$ cat src/rtl/pic_priority_resolver.sv
`default_nettype none
// ============================================================================
// Module   : pic_priority_resolver
// Purpose  : 8259-style interrupt priority resolver and in-service tracker.
//            Picks the highest-priority unmasked request and raises int_out.
//            Runs the INTA pulse sequence and maintains the in-service
//            register (set on acknowledge, cleared by EOI/AEOI, with
//            optional priority rotation).
// Ports    : clk, rst_n        - clock, async active-low reset
//            init             - ICW1 strobe, synchronous soft reset
//            irr, imr         - latched requests and mask (1 = masked)
//            inta_n           - CPU acknowledge, active low, clk-synchronous
//            aeoi             - automatic EOI enable
//            eoi, eoi_specific, eoi_rotate, eoi_level - OCW2 EOI command
//            int_out          - interrupt request to CPU
//            irr_clr          - one-hot pulse clearing the acknowledged IRR bit
//            isr              - in-service register
//            level            - frozen resolved level for the cascade stage
//            level_valid      - high for the whole acknowledge sequence
//            spurious         - acknowledge found no eligible request
// Revision : 1.0 - initial release
// ============================================================================
module pic_priority_resolver #(
  // Legal values are 2 (8086 mode) and 3 (8080 mode); the counter is 2 bits.
  parameter int         INTA_PULSES    = 2,
  parameter logic [2:0] SPURIOUS_LEVEL = 3'd7
) (
  input  logic       clk,
  input  logic       rst_n,
  input  logic       init,
  input  logic [7:0] irr,
  input  logic [7:0] imr,
  input  logic       inta_n,
  input  logic       aeoi,
  input  logic       eoi,
  input  logic       eoi_specific,
  input  logic       eoi_rotate,
  input  logic [2:0] eoi_level,
  output logic       int_out,
  output logic [7:0] irr_clr,
  output logic [7:0] isr,
  output logic [2:0] level,
  output logic       level_valid,
  output logic       spurious
);

  typedef enum logic [0:0] {
    IDLE = 1'b0,
    ACK  = 1'b1
  } state_t;

  localparam logic [1:0] PULSES = 2'(INTA_PULSES);

  // Returns {found, level} of the highest-priority set bit of v, where
  // (ptr + 1) mod 8 is highest and ptr itself is lowest.
  function automatic logic [3:0] find_top(input logic [7:0] v, input logic [2:0] ptr);
    logic [2:0] idx;
    find_top = 4'b0000;
    // Scan lowest to highest priority so the last hit wins.
    for (int i = 7; i >= 0; i--) begin
      idx = ptr + 3'd1 + 3'(i);
      if (v[idx]) find_top = {1'b1, idx};
    end
  endfunction

  // Priority rank of level l: 0 = highest.
  function automatic logic [2:0] rank(input logic [2:0] l, input logic [2:0] ptr);
    rank = l - ptr - 3'd1;
  endfunction

  // Registered state
  state_t     state_q, state_d;
  logic [1:0] cnt_q, cnt_d;
  logic [2:0] ptr_q, ptr_d;
  logic [7:0] isr_q, isr_d;
  logic [2:0] level_q, level_d;
  logic       lv_q, lv_d;
  logic       sp_q, sp_d;
  logic       int_q, int_d;
  logic [7:0] irr_clr_q, irr_clr_d;
  logic       inta_prev_q;

  // Combinational intermediates
  logic [7:0] isr_eoi;
  logic [2:0] ptr_eoi;
  logic [3:0] isr_top;
  logic [3:0] cand;
  logic [3:0] blk;
  logic       eligible;
  logic       fall;
  logic       rise;

  always_comb begin
    // EOI is applied first so that a simultaneous acknowledge resolves
    // against the post-EOI ISR and pointer.
    isr_eoi = isr_q;
    ptr_eoi = ptr_q;
    isr_top = find_top(isr_q, ptr_q);
    if (eoi) begin
      if (eoi_specific) begin
        isr_eoi[eoi_level] = 1'b0;
        if (eoi_rotate) ptr_eoi = eoi_level;
      end else if (isr_top[3]) begin
        isr_eoi[isr_top[2:0]] = 1'b0;
        if (eoi_rotate) ptr_eoi = isr_top[2:0];
      end
    end

    cand = find_top(irr & ~imr, ptr_eoi);
    blk  = find_top(isr_eoi, ptr_eoi);
    // An in-service level of equal or higher priority blocks the candidate.
    eligible = cand[3] &&
               (!blk[3] || (rank(cand[2:0], ptr_eoi) < rank(blk[2:0], ptr_eoi)));

    fall = inta_prev_q & ~inta_n;
    rise = ~inta_prev_q & inta_n;

    state_d   = state_q;
    cnt_d     = cnt_q;
    isr_d     = isr_eoi;
    ptr_d     = ptr_eoi;
    level_d   = level_q;
    lv_d      = lv_q;
    sp_d      = sp_q;
    irr_clr_d = 8'h00;
    int_d     = 1'b0;

    case (state_q)
      IDLE: begin
        if (fall) begin
          state_d = ACK;
          cnt_d   = 2'd1;
          lv_d    = 1'b1;
          if (eligible) begin
            level_d             = cand[2:0];
            isr_d[cand[2:0]]    = 1'b1;
            irr_clr_d[cand[2:0]] = 1'b1;
            sp_d                = 1'b0;
          end else begin
            level_d = SPURIOUS_LEVEL;
            sp_d    = 1'b1;
          end
        end else begin
          int_d = eligible;
        end
      end
      ACK: begin
        // Falls beyond the configured pulse count are ignored.
        if (fall && (cnt_q < PULSES)) begin
          cnt_d = cnt_q + 2'd1;
        end else if (rise && (cnt_q == PULSES)) begin
          state_d = IDLE;
          cnt_d   = 2'd0;
          lv_d    = 1'b0;
          sp_d    = 1'b0;
          if (aeoi && !sp_q) begin
            isr_d[level_q] = 1'b0;
            if (eoi_rotate) ptr_d = level_q;
          end
        end
      end
      default: state_d = IDLE;
    endcase
  end

  always_ff @(posedge clk or negedge rst_n) begin
    if (!rst_n) begin
      state_q     <= IDLE;
      cnt_q       <= 2'd0;
      ptr_q       <= 3'd7;
      isr_q       <= 8'h00;
      level_q     <= 3'd0;
      lv_q        <= 1'b0;
      sp_q        <= 1'b0;
      int_q       <= 1'b0;
      irr_clr_q   <= 8'h00;
      inta_prev_q <= 1'b1;
    end else if (init) begin
      state_q     <= IDLE;
      cnt_q       <= 2'd0;
      ptr_q       <= 3'd7;
      isr_q       <= 8'h00;
      level_q     <= 3'd0;
      lv_q        <= 1'b0;
      sp_q        <= 1'b0;
      int_q       <= 1'b0;
      irr_clr_q   <= 8'h00;
      inta_prev_q <= 1'b1;
    end else begin
      state_q     <= state_d;
      cnt_q       <= cnt_d;
      ptr_q       <= ptr_d;
      isr_q       <= isr_d;
      level_q     <= level_d;
      lv_q        <= lv_d;
      sp_q        <= sp_d;
      int_q       <= int_d;
      irr_clr_q   <= irr_clr_d;
      inta_prev_q <= inta_n;
    end
  end

  assign int_out     = int_q;
  assign irr_clr     = irr_clr_q;
  assign isr         = isr_q;
  assign level       = level_q;
  assign level_valid = lv_q;
  assign spurious    = sp_q;

endmodule
`default_nettype wire

$ cat config.mk
export PLATFORM = sky130hd
export DESIGN_NAME = pic_priority_resolver
export DESIGN_NICKNAME = d
export VERILOG_FILES = /design/src/rtl/pic_priority_resolver.sv
export SDC_FILE = /design/constraint.sdc
export NUM_CORES = 1
export LEC_CHECK = 0
export ABC_AREA = 1
export CAP_MARGIN = 40
export CORE_MARGIN = 2
export CORE_UTILIZATION = 42
export CTS_BUF_LIST = sky130_fd_sc_hd__clkbuf_2
export DETAILED_ROUTE_END_ITERATION = 7
export PLACE_DENSITY = 0.67
export SYNTH_ARGS = -nofsm -noshare
export SYNTH_HDL_FRONTEND = slang
export SYNTH_SLANG_ARGS = --single-unit
$ cat constraint.sdc
create_clock -name clk -period 13.56 [get_ports clk]
set_clock_uncertainty 0.2 [all_clocks]
set_input_delay 2.034 -clock clk [delete_from_list [all_inputs] [get_ports clk]]
set_output_delay 2.034 -clock clk [all_outputs]
set_load 0.01 [all_outputs]
==> out/results.ini <==
[layout]
syn2layout_area_growth_pct = 13.9
n_fill_cell = 1029
multi_input_area_um2 = 2780
n_antenna_cell = 0
stdcell_area_um2 = 4660
drive_above_1_share = 0.0982
seq_area_um2 = 731
nets = 831

[synth]
synth_largest_area_cell = nand2_1
synth.area.top_cells = nand2_1 (30%), dfrtp_1 (15%), nand3_1 (12%)
synth_top_family_by_area = simple AND/OR/NAND/NOR gates
yosysTopAreaCellShare = 0.297
syn-num-nets = 787
yosys_register_bits = 29
synth_simple_gate_area_share = 0.559
synth_area_um2 = 4090
synth_warnings = 0
synthArstFlopShare = 1.00
synthMuxAreaShare = 0
synth_cells = 749
synthFlopType = dfrtp_1
avgSynthCellArea_um2 = 5.46
yosysSeqAreaShare = 0.179
synth_compound_area_frac = 0.0795
synth_fa_ha_area_frac = 0.0373
yosysMostFrequentCell = nand2_1
synthTopCellsByCount = nand2_1 (324), inv_1 (107), nand3_1 (98), nor2_1 (42), a21oi_1 (31)
ys_types = 36
synth_xor_area_frac = 0.00428
synth_edf_count = 0

[timing]
period_share = 0.617
hold_viol = 0
timing.final.max_slew_violations = 0
rsz0062_at_grt = no
fin_tns_setup_ps = 0
worstMarginPinSlew_ps = 566
slew-limit-headroom = 0.622
final.min_clock_period_ps = 8370
whs_ps = 292
fmax_ghz = 0.119
timing.final.ws_setup_ps = 5190
setup_viol = 0

[floorplanning]
core-area_um2 = 9590
num_io_pins = 49
die_h_um = 103
die_x_um = 103
dieArea_um2 = 10500
start_util = 0.426
rows = 36

[run_status]
status = complete, no violations

[clock_network]
cts_made_buffers = 5
cts-root-buf = clkbuf_2
cts-resized-gates = 0
tritoncts = done
clock_latency_ps = 360
post_cts_buffers = 0
cts_sinks = 29
cts.clk_slew.worst_paths_ps = 150
hold_buffers = 0
clockBufferDepth = 2
cts_max_level = 2

[detailed_routing]
antenna_left = 0
first_iter_violations = 439
totalWireLength_mm = 12.3
routedWlPerCell_um = 13.3
firstDrtPassIters = 5
drc = 0
vias_per_cell = 5.14
vias = 4765

[worst_setup_path]
r2r_cells = 50
cp-end-kind = flop
critPathTopFamily = simple AND/OR/NAND/NOR gates
crit_required_ps = 13660
r2r_start = ptr_q[0]$_DFF_PN1_
crit_type = flop to flop
crit_slowest_cell = dfstp_2
rrSetupSlack_ps = 5190
r2r_end = isr[7]$_DFF_PN0_
critPathBufInv = 8
slowest_delay_ps = 830
worst-path-max-fanout = 20
worst-endpoint-arrival_ps = 8470
start_kind = flop
cp_common_cell = nand2_1

[placement]
io_buffer_count = 48
dp_hpwl_mm = 9.97
place_ws_ps = 5090
place_area_um2 = 4620
gp_congestion = 0.938

[power_and_ir_drop]
p_total_uw = 884
peakVddDrop_v = 0.000169
powerDensity_nw_per_um2 = 190
leakagePower_nw = 2.72

[min_path]
holdCritPathClass = flop to flop
min_path_cells = 2
worstHoldStart = level_valid$_DFFE_PN0P_
min_to = level_valid$_DFFE_PN0P_

[grt]
grtUsageTotal = 0.238
grt_pass1_wl_mm = 19.8
antenna_found_initial = 0
gr-total-overflow = 0
grt_pass1_vias = 4254
grt_max_degree = 30

[job]
max-cap-violations = 0

-- worst register-to-register path, delay by kind of cell (launching register included) --
family          cells  cell delay, ps
xor+xnor            1             220
buf+inv             8            1240
fa+ha+maj           5            1990
flops               1             830
simple gates       34            3430
compound gates      2             370
-- cells by family after synthesis --
kind of cell / after synthesis
adder cells (fa/ha/maj): 11
AND/OR/NAND/NOR: 523
buffers and inverters: 131
AO/OA/AOI/OAI: 53
XOR/XNOR: 2
flip-flops: 29
-- power by group --
group | internal (mW) | total [mW] | leakage [nW] | switching, mW
clock | 0.0129 | 0.0425 | 0.0327 | 0.0295
combinational | 0.244 | 0.711 | 2.30 | 0.467
sequential | 0.103 | 0.130 | 0.384 | 0.0270
-- registers in the layout (all words and copies together), names as in the netlist --
signal	flops
irr_clr	8
isr	8
level	3
ptr_q	3
cnt_q	2
int_out	1
inta_prev_q	1
level_valid	1
spurious	1
state_q	1
-- worst max path at each step --
| stage | start | to | slack, ps | depth (start not counted) |
|---|---|---|---|---|
| 2_1_floorplan | eoi_rotate | isr[5]$_DFF_PN0_ | 7240 | 34 |
| 3_3_place_gp | eoi | isr[7]$_DFF_PN0_ | 5310 | 36 |
| 3_5_place_dp | eoi | isr[7]$_DFF_PN0_ | 5090 | 35 |
| 4_1_cts | ptr_q[0]$_DFF_PN1_ | isr[7]$_DFF_PN0_ | 5210 | 50 |
| 5_1_grt | ptr_q[0]$_DFF_PN1_ | isr[7]$_DFF_PN0_ | 4280 | 50 |
| 6_report | ptr_q[0]$_DFF_PN1_ | isr[7]$_DFF_PN0_ | 5190 | 50 |
-- through the flow --
stage                util  cells
floorplan               -    749
global placement    0.482    919
detailed placement  0.482    919
CTS                 0.486    927
global route        0.486    927
finish              0.486    927
-- layout by cell type, fill, tap and decap left out, types with 3 or more instances in the layout --
cell type / synthesis / layout
inv_2: 9 / 9
nor2_1: 42 / 42
clkdlybuf4s50_1: 0 / 48
ha_1: 9 / 9
nand4_1: 4 / 4
nand2_2: 30 / 30
inv_1: 107 / 107
o211ai_1: 5 / 5
dfstp_2: 4 / 4
nand3_2: 9 / 9
a21oi_1: 31 / 31
clkbuf_2: 0 / 6
nand2_4: 3 / 3
nand3_1: 98 / 98
o21ai_0: 5 / 5
nor3_1: 3 / 3
dfrtp_1: 25 / 25
nand2_1: 324 / 324
nor2_2: 6 / 6
o2111ai_1: 3 / 3
-- routing by layer --
| metal | vias up | track usage | share of wire |
|---|---|---|---|
| li1 | 2420 | - | - |
| met4 | 0 | 0.0718 | 0.021 |
| met3 | 18 | 0.0217 | 0.059 |
| met2 | 177 | 0.410 | 0.48 |
| met1 | 2150 | 0.316 | 0.44 |
| met5 | - | 0 | 0 |
-- layout make-up --
type,instances,area share
multi-input cells,589,0.597
inverters,119,0.0969
clock buffers,6,0.00644
repair buffers,49,0.105
well taps,133,0.0357
clock inverters,2,0.00215
flip-flops and latches,29,0.157
(Power assumes the default switching activity.)
